<file path="src/rtl/regfile_writeback_arbiter.sv">
// Register file write-port arbiter: pipeline writeback (port A) has priority,
// long-latency results (port B) are queued, WAW-squashed and drained when A is idle.
module regfile_writeback_arbiter #(
   parameter int DATA_WIDTH   = 32,
   parameter int ADDR_WIDTH   = 5,
   parameter int FIFO_DEPTH   = 2,
   parameter int STARVE_LIMIT = 4
) (
   input  logic                  clock,
   input  logic                  reset_n,
   input  logic                  wbEnable,
   input  logic [ADDR_WIDTH-1:0] wbAddress,
   input  logic [DATA_WIDTH-1:0] wbData,
   input  logic                  ldValid,
   output logic                  ldReady,
   input  logic [ADDR_WIDTH-1:0] ldAddress,
   input  logic [DATA_WIDTH-1:0] ldData,
   output logic                  shouldWrite,
   output logic [ADDR_WIDTH-1:0] writeAddress,
   output logic [DATA_WIDTH-1:0] writeData,
   output logic [31:0]           pendingMask,
   output logic                  stallRequest
);

   localparam int IW = $clog2(FIFO_DEPTH);
   localparam int PW = IW + 1;
   localparam logic [3:0] LIMIT = 4'(STARVE_LIMIT);

   logic [FIFO_DEPTH-1:0] ent_vld_q, ent_vld_d;
   logic [ADDR_WIDTH-1:0] ent_addr_q [FIFO_DEPTH];
   logic [ADDR_WIDTH-1:0] ent_addr_d [FIFO_DEPTH];
   logic [DATA_WIDTH-1:0] ent_data_q [FIFO_DEPTH];
   logic [DATA_WIDTH-1:0] ent_data_d [FIFO_DEPTH];
   logic [PW-1:0]         wr_ptr_q, wr_ptr_d;
   logic [PW-1:0]         rd_ptr_q, rd_ptr_d;
   logic [3:0]            cnt_q, cnt_d;
   logic                  should_write_q, should_write_d;
   logic [ADDR_WIDTH-1:0] write_addr_q, write_addr_d;
   logic [DATA_WIDTH-1:0] write_data_q, write_data_d;
   logic [31:0]           mask_q, mask_d;
   logic                  stall_q, stall_d;

   logic          a_act;
   logic          empty;
   logic          full;
   logic [IW-1:0] rd_idx;
   logic [IW-1:0] wr_idx;
   logic          head_vld;
   logic          head_hit;
   logic          pop;
   logic          push;

   always_comb begin
      a_act    = wbEnable && (wbAddress != '0);
      rd_idx   = rd_ptr_q[IW-1:0];
      wr_idx   = wr_ptr_q[IW-1:0];
      empty    = (wr_ptr_q == rd_ptr_q);
      full     = (wr_ptr_q[IW] != rd_ptr_q[IW]) && (wr_idx == rd_idx);
      head_vld = !empty && ent_vld_q[rd_idx];
      head_hit = a_act && (ent_addr_q[rd_idx] == wbAddress);
      pop      = !a_act && !empty;
      // B is always older than a same-cycle A to the same register
      push     = ldValid && !full && (ldAddress != '0)
                 && !(a_act && (wbAddress == ldAddress));
   end

   assign ldReady = !full;

   always_comb begin
      ent_vld_d  = ent_vld_q;
      ent_addr_d = ent_addr_q;
      ent_data_d = ent_data_q;
      wr_ptr_d   = wr_ptr_q;
      rd_ptr_d   = rd_ptr_q;
      for (int i = 0; i < FIFO_DEPTH; i++) begin
         if (a_act && (ent_addr_q[i] == wbAddress)) begin
            ent_vld_d[i] = 1'b0;
         end
      end
      if (pop) begin
         ent_vld_d[rd_idx] = 1'b0;
         rd_ptr_d          = rd_ptr_q + PW'(1);
      end
      if (push) begin
         ent_vld_d[wr_idx]  = 1'b1;
         ent_addr_d[wr_idx] = ldAddress;
         ent_data_d[wr_idx] = ldData;
         wr_ptr_d           = wr_ptr_q + PW'(1);
      end
   end

   always_comb begin
      should_write_d = 1'b0;
      write_addr_d   = write_addr_q;
      write_data_d   = write_data_q;
      if (a_act) begin
         should_write_d = 1'b1;
         write_addr_d   = wbAddress;
         write_data_d   = wbData;
      end else if (pop && head_vld) begin
         should_write_d = 1'b1;
         write_addr_d   = ent_addr_q[rd_idx];
         write_data_d   = ent_data_q[rd_idx];
      end
   end

   always_comb begin
      mask_d = '0;
      for (int r = 1; r < 32; r++) begin
         for (int i = 0; i < FIFO_DEPTH; i++) begin
            if (ent_vld_d[i] && (ent_addr_d[i] == ADDR_WIDTH'(r))) begin
               mask_d[r] = 1'b1;
            end
         end
      end
   end

   // Counter saturates at the limit so the stall holds until the head pops
   always_comb begin
      cnt_d = '0;
      if (!pop && a_act && head_vld && !head_hit) begin
         cnt_d = (cnt_q < LIMIT) ? cnt_q + 4'd1 : cnt_q;
      end
      stall_d = (cnt_d == LIMIT);
   end

   always_ff @(posedge clock or negedge reset_n) begin
      if (!reset_n) begin
         ent_vld_q      <= '0;
         wr_ptr_q       <= '0;
         rd_ptr_q       <= '0;
         cnt_q          <= '0;
         should_write_q <= 1'b0;
         write_addr_q   <= '0;
         write_data_q   <= '0;
         mask_q         <= '0;
         stall_q        <= 1'b0;
         for (int i = 0; i < FIFO_DEPTH; i++) begin
            ent_addr_q[i] <= '0;
            ent_data_q[i] <= '0;
         end
      end else begin
         ent_vld_q      <= ent_vld_d;
         ent_addr_q     <= ent_addr_d;
         ent_data_q     <= ent_data_d;
         wr_ptr_q       <= wr_ptr_d;
         rd_ptr_q       <= rd_ptr_d;
         cnt_q          <= cnt_d;
         should_write_q <= should_write_d;
         write_addr_q   <= write_addr_d;
         write_data_q   <= write_data_d;
         mask_q         <= mask_d;
         stall_q        <= stall_d;
      end
   end

   assign shouldWrite  = should_write_q;
   assign writeAddress = write_addr_q;
   assign writeData    = write_data_q;
   assign pendingMask  = mask_q;
   assign stallRequest = stall_q;

endmodule
</file>
<file path="config.mk">
export PLATFORM = sky130hd
export DESIGN_NAME = regfile_writeback_arbiter
export DESIGN_NICKNAME = d
export VERILOG_FILES = /design/src/rtl/regfile_writeback_arbiter.sv
export SDC_FILE = /design/constraint.sdc
export NUM_CORES = 1
export LEC_CHECK = 0
export ABC_AREA = 1
export ABC_CLOCK_PERIOD_IN_PS = 4700
export BUFFER_PORTS_ARGS = -buffer_cell sky130_fd_sc_hd__buf_2
export CAP_MARGIN = 20
export CORE_MARGIN = 2
export CORE_UTILIZATION = 49
export CTS_CLUSTER_DIAMETER = 150
export DETAILED_ROUTE_END_ITERATION = 10
export PLACE_DENSITY = 0.72
export SLEW_MARGIN = 30
export SYNTH_ARGS = -nofsm -noshare
export SYNTH_HDL_FRONTEND = slang
export SYNTH_SLANG_ARGS = --single-unit
</file>
<file path="constraint.sdc">
create_clock -name clock -period 4.7 [get_ports clock]
set_input_delay 0.235 -clock clock [delete_from_list [all_inputs] [get_ports clock]]
set_output_delay 0.235 -clock clock [all_outputs]
set_load 0.05 [all_outputs]
</file>
==> flow_summary.json, run 1 <==
{
  "drt-pass1-iter-count": 5,
  "initial_core_util": 0.507,
  "io_buffers": 148,
  "n_fill_cell": 1297,
  "clk_pin_slew_worst_paths_ps": 60,
  "final_common_cell": "nand2_1",
  "cp_slowest_cell": "dfrtp_2",
  "gp_congestion": 0.885,
  "hold_viol": 0,
  "hpwl_microns": 12600,
  "cts_buffers": 17,
  "ir_drop_uv": 391,
  "ff2ff_path_depth": 7,
  "regArea_sq_um": 3850,
  "grt_pass1_vias": 6059,
  "status": "completed",
  "period_needed_ps": 2940,
  "rsz0062_at_grt": "false",
  "min_from": "ldData[3]",
  "ant_nets": 0,
  "yosysSeqAreaShare": 0.519,
  "required_ps": 4980,
  "grt_max_degree": 113,
  "fin_nets": 1105,
  "cp.depth": 7,
  "cp_top_family": "simple AND/OR/NAND/NOR gates",
  "core_area_sq_um": 14600,
  "finalCritPeriodShare": 0.627,
  "finalClockSkew_ps": 9.03,
  "die_w_microns": 127,
  "cp-end-kind": "flip-flop",
  "stdcell_count": 1224,
  "yosys_warnings": 0,
  "cts-root-buf": "clkbuf_16",
  "startpoint_type": "flip-flop",
  "setup-tns-final_ps": 0,
  "viasPerCell": 5.30,
  "ys_ff_latch": 154,
  "startpoint": "rd_ptr_q[0]",
  "synth_edf_count": 0,
  "die_h_microns": 127,
  "htreeDepth": 4,
  "endpoint": "ent_data_q[63]",
  "p_leak_nw": 4.57,
  "drive_gt1_frac": 0.217,
  "route.vias.total": 6488,
  "cap_violations": 0,
  "netlist_area_sq_um": 7430,
  "antenna_found_initial": 1,
  "p_total_mw": 7.29,
  "grt_overflow": 0,
  "crit_chain": "xnor2_1 -> nand2_1 -> nand2_2 -> nor2_4 -> nand3_4 -> inv_2 -> o21ai_0",
  "max_freq_mhz": 340,
  "setup_viol": 0,
  "hp-class": "in2reg",
  "yosys_most_used_dff": "dfrtp_1",
  "cts_tree": "done",
  "cts_max_path_buffers": 2,
  "grt_pass1_wl_microns": 30100,
  "max_stage_delay_ps": 750,
  "worstSetupPathType": "reg2reg",
  "synth_fa_ha_area_frac": 0.00168,
  "syn_avg_cell_area_sq_um": 8.22,
  "cts_resized": 0,
  "arrival_ps": 3230,
  "path_buf_inv": 1,
  "final_max_slew_viol_count": 0,
  "powerDensity_nw_per_um2": 829,
  "grtUsageTotal": 0.235,
  "post-cts-setup-buffers": 0,
  "first_iter_violations": 518,
  "r2r-end": "ent_data_q[63]",
  "row_count": 44,
  "regToRegSetupSlack_ps": 1760,
  "synth-compound-area-share": 0.0977,
  "ys_async_sr_fraction": 1.00,
  "synthCells": 904,
  "io-pin-count": 150,
  "cts_sinks": 154,
  "die-area_sq_um": 16200,
  "synth-xor-area-share": 0.0200,
  "crit_fanout": 34,
  "drc": 0,
  "finalWirelength_microns": 18500,
  "rr_startpoint": "rd_ptr_q[0]",
  "holdWs_ps": 20.6,
  "final_cell_mix": "nand2_1 (315), dfrtp_1 (153), buf_2 (147), nand3_1 (82), inv_1 (59)",
  "synth_fp_nets": 983,
  "yosysUniqueCellTypes": 32,
  "multi_input_area_sq_um": 3080,
  "synth_mux_area_frac": 0.00152,
  "dp.cells": 1190,
  "yosys.area_share.simple": 0.292,
  "slew_headroom": 0.448,
  "area_growth_pct": 18.5,
  "synth_top_family_by_area": "simple AND/OR/NAND/NOR gates",
  "whs_path_depth": 3,
  "worst_pin_slew_ps": 829,
  "routedWlPerCell_microns": 15.1,
  "clock_latency_ps": 430
}
==> Yosys cell counts, types with 2 or more instances <==
library cell | n | share of area
inv_1 | 60 | 0.030
o21ai_0 | 51 | 0.034
buf_6 | 4 | 0.0061
nand2_1 | 316 | 0.16
a31oi_1 | 32 | 0.027
xor2_1 | 11 | 0.013
nor2_4 | 14 | 0.021
clkbuf_1 | 25 | 0.013
nor2_1 | 52 | 0.026
nor2_2 | 6 | 0.0051
inv_2 | 5 | 0.0025
nand4_1 | 3 | 0.0025
a21oi_1 | 6 | 0.0040
dfrtp_1 | 154 | 0.52
nand3_1 | 82 | 0.055
nand2_2 | 7 | 0.0059
buf_4 | 5 | 0.0051
nand3b_1 | 4 | 0.0040
buf_1 | 6 | 0.0030
o211ai_1 | 32 | 0.032
nand3_2 | 2 | 0.0027
nand3_4 | 2 | 0.0047
xnor2_1 | 6 | 0.0071
nand2_4 | 2 | 0.0030
buf_2 | 10 | 0.0067
==> flip-flops by register name, summed over array words and instances (netlist names) <==
name and flops:
pendingMask 31, shouldWrite 1, cnt_q 4, ent_data_q 64, wr_ptr_q 2, writeData 32
ent_vld_q 2, stallRequest 1, writeAddress 5, ent_addr_q 10, rd_ptr_q 2
==> through the flow <==
stage	setup slack [ps]	area (sq um)	utilization
2_1_floorplan	2630	7430	-
3_3_place_gp	1150	8190	0.559
3_5_place_dp	1590	8190	0.560
4_1_cts	1590	8800	0.601
5_1_grt	1440	8800	0.601
6_report	1760	8800	0.601
==> how the worst min path moves through the flow <==
| stage | end | slack (ps) |
|---|---|---|
| 4_1_cts | ent_data_q[35] | 9 |
| 6_report | ent_data_q[35] | 20 |
| 2_1_floorplan | cnt_q[0] | -60 |
| 3_5_place_dp | writeData[17] | 360 |
| 3_3_place_gp | ent_data_q[54] | 450 |
| 5_1_grt | ent_data_q[35] | 30 |
==> kinds of logic (layout without fill, tap and decap cells) <==
kind of cell	count (synthesis)	in the layout
mux	1	1
compound gates	121	121
fa+ha+maj	1	1
simple gates	492	492
xor+xnor	17	17
flops	154	154
buf+inv	117	252
other cells	1	2
==> power breakdown <==
group          internal (mW)  total, mW  switching (mW)  leakage [nW]
sequential              1.92       2.26           0.341          1.92
combinational          0.920       3.66            2.74          2.37
clock                  0.827       1.37           0.542         0.280
total                   3.67       7.29            3.63          4.57
==> final cells by class <==
| type | count | area share |
|---|---|---|
| clock buffers | 23 | 0.0543 |
| multi-input cells | 633 | 0.350 |
| clock inverters | 9 | 0.0129 |
| inverters | 67 | 0.0290 |
| well taps | 184 | 0.0262 |
| repair buffers | 153 | 0.0898 |
| flip-flops and latches | 154 | 0.438 |
| diodes | 1 | 0.000284 |
==> repair_timing <==
item | CTS | global route
hold endpoints to repair | 111 | 0
hold buffers | 1 | 0
setup endpoints to repair | 0 | 0
==> metal layers <==
metal  vias to the layer above  track usage  share of wire
li1                       3154            -              -
met1                      3086        0.331           0.45
met2                       229        0.373           0.48
met3                        19       0.0465          0.064
met4                         0       0.0705          0.012
met5                         -            0              0
==> tightest hold or removal path, cell delays in order <==
cell and delay [ps]:
buf_2 90, nand2_1 50, nand2_1 40
Note: power is estimated with default switching activity, not from simulation.
==> run 2, diff against run 1 <==
--- a/config.mk
+++ b/config.mk
@@ -5,15 +5,15 @@
 export SDC_FILE = /design/constraint.sdc
 export NUM_CORES = 1
 export LEC_CHECK = 0
-export ABC_AREA = 1
-export ABC_CLOCK_PERIOD_IN_PS = 4700
+export ABC_AREA = 0
+export ABC_CLOCK_PERIOD_IN_PS = 2600
 export BUFFER_PORTS_ARGS = -buffer_cell sky130_fd_sc_hd__buf_2
 export CAP_MARGIN = 20
 export CORE_MARGIN = 2
 export CORE_UTILIZATION = 49
 export CTS_CLUSTER_DIAMETER = 150
 export DETAILED_ROUTE_END_ITERATION = 10
-export PLACE_DENSITY = 0.72
+export PLACE_DENSITY = 0.75
 export SLEW_MARGIN = 30
 export SYNTH_ARGS = -nofsm -noshare
 export SYNTH_HDL_FRONTEND = slang
==> constraint.sdc (replaced) <==
create_clock -name clock -period 2.6 [get_ports clock]
set_input_delay 0.13 -clock clock [delete_from_list [all_inputs] [get_ports clock]]
set_output_delay 0.13 -clock clock [all_outputs]
set_load 0.05 [all_outputs]
==> run 2 against run 1 <==
Against the previous run:
- worst setup slack got worse by 1600 ps
- synthesized cell count fell by 13%
- design area is 9.7% higher
- sequential cell count unchanged
- critical endpoint is now pendingMask[20]
- largest power group unchanged
- highest routed layer unchanged
==> flow_summary.json, run 2 <==
{
  "clk_pin_slew_worst_paths_ps": 60,
  "initial_core_util": 0.504,
  "antenna_found_initial": 1,
  "startpoint_type": "flip-flop",
  "synth_edf_count": 0,
  "crit_chain": "buf_4 -> inv_1 -> o31ai_4 -> nor4b_4 -> a22oi_1 -> o22ai_1",
  "grt_max_degree": 72,
  "synth_common_cells": "nand2_1 (293), dfrtp_1 (154), o21ai_0 (82)",
  "core_area_sq_um": 14600,
  "cp-end-kind": "flip-flop",
  "drc": 0,
  "powerDensity_nw_per_um2": 1390,
  "ant_nets": 0,
  "gp_congestion": 0.915,
  "arrival_ps": 2690,
  "netlist_area_sq_um": 7350,
  "final_common_cell": "nand2_1",
  "slew_headroom": 0.382,
  "setup-tns-final_ps": 0,
  "die-area_sq_um": 16000,
  "status": "completed",
  "cp_slowest_cell": "buf_4",
  "hpwl_microns": 12400,
  "use_met3": 0.0607,
  "setup_viol": 0,
  "period_needed_ps": 2410,
  "yosysMostFrequentCell": "nand2_1",
  "route.vias.total": 6398,
  "viasPerCell": 5.39,
  "required_ps": 2880,
  "cts_buffers": 17,
  "routedWlPerCell_microns": 16.5,
  "hold_viol": 0,
  "n_fill_cell": 1114,
  "largest-register": "ent_data_q",
  "synth_fp_nets": 861,
  "use_met1": 0.322,
  "yosys_warnings": 0,
  "ys_ff_latch": 154,
  "die_w_microns": 126,
  "drt-pass1-iter-count": 5,
  "cp_top_family": "compound AO/OA/AOI/OAI gates",
  "yosys_most_used_dff": "dfrtp_1",
  "area_growth_pct": 31.4,
  "finalCritPeriodShare": 0.926,
  "gr-max-usage-layer": "met2",
  "clock_latency_ps": 430,
  "first_iter_violations": 507,
  "largest_reg_flops": 64,
  "row_count": 44,
  "worstSetupPathType": "reg2reg",
  "path_buf_inv": 2,
  "cap_violations": 0,
  "die_h_microns": 126,
  "cts_sinks": 154,
  "final_cell_mix": "nand2_1 (293), dfrtp_1 (153), buf_2 (147), o21ai_0 (82), dlygate4sd3_1 (66)",
  "io_buffers": 148,
  "cts_tree": "done",
  "finalClockSkew_ps": 8.93,
  "syn_avg_cell_area_sq_um": 9.40,
  "hp-class": "in2reg",
  "cts_max_path_buffers": 2,
  "cts_resized": 0,
  "grtUsageTotal": 0.256,
  "grt_pass1_wl_microns": 32500,
  "max_stage_delay_ps": 600,
  "utilization": 0.662,
  "synth_top_cells_by_area": "dfrtp_1 (52%), nand2_1 (15%), mux2i_1 (5.6%)",
  "rsz0062_at_grt": "false",
  "ir_drop_uv": 835,
  "drive_gt1_frac": 0.239,
  "synthCells": 782,
  "worst_pin_slew_ps": 919,
  "ys_async_sr_fraction": 1.00,
  "yosysUniqueCellTypes": 52,
  "grtUsageMet2": 0.426,
  "final_max_slew_viol_count": 0,
  "grt_pass1_vias": 6573,
  "yosysSeqAreaShare": 0.524,
  "synth_area_leader_cell": "dfrtp_1",
  "io-pin-count": 150,
  "regArea_sq_um": 3850,
  "grt_overflow": 0,
  "max_freq_mhz": 415,
  "crit_fanout": 41,
  "post-cts-setup-buffers": 0,
  "cts-root-buf": "clkbuf_16",
  "fin_nets": 1068,
  "htreeDepth": 4,
  "p_total_mw": 13.5,
  "synth_top_area_frac": 0.524,
  "multi_input_area_sq_um": 3230,
  "p_leak_nw": 4.82,
  "finalWirelength_microns": 19600,
  "cts_hold_buf": 66
}
## run 2: cell count changes after synthesis, moves of 7 or more
cell      delta
xnor2_1     +11
nor2b_1      +9
a31oi_1     -30
o22ai_1     +31
a32oi_2      +7
o211ai_1    -32
nand3_1     -78
inv_1       -55
o21ai_0     +31
nor2_4      -14
nor2_1      -38
nand2_2      -7
mux2i_1     +41
nand2_1     -23
## run 2: worst paths after layout
path | start | end | slack (ps) | cells past startpoint
setup / recovery | rd_ptr_q[0] | pendingMask[20] | 190 | 6
hold / removal | ldAddress[0] | ent_addr_q[5] | 20 | 3
setup reg to reg | rd_ptr_q[0] | pendingMask[20] | 190 | 6
hold reg to reg | ent_data_q[55] | ent_data_q[55] | 470 | 2
max in group asynchronous | reset_n | ent_data_q[39] | 1540 | 3
min in group asynchronous | reset_n | pendingMask[20] | 280 | 2
## run 2: cell type report
| cell class | instances | share of cell area |
|---|---|---|
| clock buffer | 20 | 0.0473 |
| tap | 184 | 0.0238 |
| multi-input combinational | 568 | 0.335 |
| timing repair buffer | 243 | 0.171 |
| antenna | 1 | 0.000259 |
| clock inverter | 12 | 0.0219 |
| sequential | 154 | 0.399 |
| inverter | 5 | 0.00194 |
## run 2: routing by layer
metal / share of wire / vias up
li1: - / 3046
met1: 0.43 / 3085
met2: 0.49 / 219
met3: 0.055 / 48
met4: 0.028 / 0
met5: 0 / -
## run 2: kinds of logic after synthesis
kind of cell,share of synthesized area
simple gates,0.199
buf+inv,0.0381
fa+ha+maj,0.00170
other cells,0.000510
mux,0.0558
xor+xnor,0.0322
compound gates,0.149
flops,0.524
## run 2: metrics by stage
| stage | setup WS (ps) | instance area [sq um] | hold slack [ps] | std cells |
|---|---|---|---|---|
| CTS | 200 | 9660 | 2.85 | 1186 |
| finish | 191 | 9660 | 18.5 | 1187 |
| floorplan | 476 | 7350 | -166 | 782 |
| global route | 71.9 | 9660 | 20.0 | 1187 |
| detailed placement | 162 | 8330 | 182 | 1088 |
| global placement | 212 | 8330 | 186 | 1088 |
## run 2: worst register-to-register path: cells and delay by family (launching register included)
| family | cells | cell delay, ps |
|---|---|---|
| flip-flops | 1 | 370 |
| AND/OR/NAND/NOR | 1 | 110 |
| buffers and inverters | 2 | 830 |
| AO/OA/AOI/OAI | 3 | 950 |
## run 2: report_power, final
group          switching [mW]  internal, mW
clock network            1.01          1.77
logic                    4.59          2.11
registers               0.586          3.40
total                    6.19          7.28
==> run 3, diff against run 2 <==
--- a/config.mk
+++ b/config.mk
@@ -13,7 +13,8 @@
 export CORE_UTILIZATION = 49
 export CTS_CLUSTER_DIAMETER = 150
 export DETAILED_ROUTE_END_ITERATION = 10
-export PLACE_DENSITY = 0.75
+export PLACE_DENSITY = 0.86
+export SKIP_LAST_GASP = 1
 export SLEW_MARGIN = 30
 export SYNTH_ARGS = -nofsm -noshare
 export SYNTH_HDL_FRONTEND = slang
==> run 3 against run 2 <==
Against the previous run:
- critical path depth grew 1
- sequential power is essentially flat
- non-clock buffer count shrank 7
- clock skew grew 1.1 ps
- global-route usage grew 0.44 points
- fmax grew 3.5%
- register-to-register slack gained 80 ps
- clock power shrank 7.6%
- power shrank 1.2%
- largest cell class unchanged
==> flow_summary.json, run 3 (synthesis results as in run 2) <==
{
  "status": "completed",
  "io_buffers": 148,
  "grt_overflow": 0,
  "arrival_ps": 2580,
  "slew_headroom": 0.387,
  "row_count": 44,
  "core_area_sq_um": 14600,
  "rr_startpoint": "rd_ptr_q[0]",
  "ir_drop_uv": 887,
  "hp-class": "in2reg",
  "initial_core_util": 0.504,
  "final_cell_mix": "nand2_1 (293), dfrtp_1 (153), buf_2 (147), o21ai_0 (82), dlygate4sd3_1 (65)",
  "fin_nets": 1061,
  "p_total_mw": 13.3,
  "multi_input_area_sq_um": 3230,
  "die_w_microns": 126,
  "final_max_slew_viol_count": 0,
  "startpoint": "rd_ptr_q[0]",
  "routedWlPerCell_microns": 17.1,
  "drc": 0,
  "htreeDepth": 4,
  "n_fill_cell": 1058,
  "worst_pin_slew_ps": 911,
  "finalCritPeriodShare": 0.895,
  "area_growth_pct": 30.0,
  "cap_violations": 0,
  "cts_buffers": 17,
  "die_h_microns": 126,
  "grt_max_degree": 95,
  "gp_congestion": 0.946,
  "ff2ff_path_depth": 7,
  "worstSetupPathType": "reg2reg",
  "required_ps": 2860,
  "r2r-end": "writeData[24]",
  "period_needed_ps": 2330,
  "setup_viol": 0,
  "first_iter_violations": 409,
  "cts_tree": "done",
  "cp-end-kind": "flip-flop",
  "drive_gt1_frac": 0.235,
  "antenna_found_initial": 3,
  "clk_pin_slew_worst_paths_ps": 70,
  "cts_max_path_buffers": 2,
  "powerDensity_nw_per_um2": 1390,
  "finalClockSkew_ps": 10.1,
  "grt_pass1_wl_microns": 33100,
  "final_area_sq_um": 9560,
  "grtUsageTotal": 0.260,
  "setup-tns-final_ps": 0,
  "ant_nets": 0,
  "post-cts-setup-buffers": 0,
  "largest_reg_flops": 64,
  "regArea_sq_um": 3850,
  "final_common_cell": "nand2_1",
  "cts-root-buf": "clkbuf_16",
  "die-area_sq_um": 16000,
  "grt_pass1_vias": 6586,
  "cts_sinks": 154,
  "hold_viol": 0,
  "drt-pass1-iter-count": 5,
  "post_dp_cell_area_sq_um": 8280,
  "hpwl_microns": 12200,
  "regToRegSetupSlack_ps": 270,
  "crit_fanout": 55,
  "p_leak_nw": 4.77,
  "route.vias.total": 6529,
  "finalWirelength_microns": 20200,
  "startpoint_type": "flip-flop",
  "io-pin-count": 150,
  "largest-register": "ent_data_q",
  "rsz0062_at_grt": "false",
  "cts_resized": 0,
  "endpoint": "writeData[24]",
  "max_freq_mhz": 430,
  "min_from": "wbAddress[2]",
  "clock_latency_ps": 420,
  "viasPerCell": 5.52
}
==> run 3: worst min path at each step <==
| stage | endpoint | slack (ps) | depth (start not counted) |
|---|---|---|---|
| floorplan | cnt_q[0] | -170 | 0 |
| global placement | pendingMask[30] | -30 | 1 |
| detailed placement | pendingMask[29] | -30 | 1 |
| CTS | ent_addr_q[5] | 6 | 3 |
| global route | ent_addr_q[5] | 10 | 3 |
| finish | writeAddress[2] | 20 | 3 |
==> run 3: final cells by class <==
class / instances / share of cell area
Tap cell: 184 / 0.0241
Sequential cell: 154 / 0.403
Clock inverter: 13 / 0.0173
Inverter: 5 / 0.00196
Clock buffer: 19 / 0.0474
Antenna cell: 3 / 0.000785
Timing Repair Buffer: 236 / 0.167
Multi-Input combinational cell: 568 / 0.338
==> run 3: what timing repair did <==
item	in CTS	in global routing
hold endpoints to repair	250	0
hold buffers	65	0
setup endpoints to repair	0	0
==> run 3: stage by stage <==
step / cells / setup WS, ps / hold slack (ps) / utilization
final: 1182 / 273 / 22.4 / 0.655
after global routing: 1181 / 113 / 13.2 / 0.655
after CTS: 1179 / 330 / 5.56 / 0.655
after detailed placement: 1082 / 234 / -28.0 / 0.568
after global placement: 1082 / 278 / -27.5 / 0.568
after floorplan: 782 / 476 / -166 / -
==> run 3: critical path: stages (launching register included) <==
cell	delay, ps
dfrtp_2	360
buf_4	450
mux2i_1	220
nor2_4	430
buf_12	280
nand2_1	90
o21ai_0	110
o21ai_0	160
==> run 3: routing by layer <==
layer  vias to the layer above  track usage  wire length [microns]
li1                       3029            -                      -
met1                      3181        0.321                   8080
met2                       274        0.442                  10100
met3                        43       0.0645                   1500
met4                         2        0.101                    540
met5                         -            0                     16
==> run 3: report_power, final <==
part	internal [mW]	switching (mW)
Clock	1.57	1.00
Combinational	2.05	4.68
Sequential	3.40	0.613
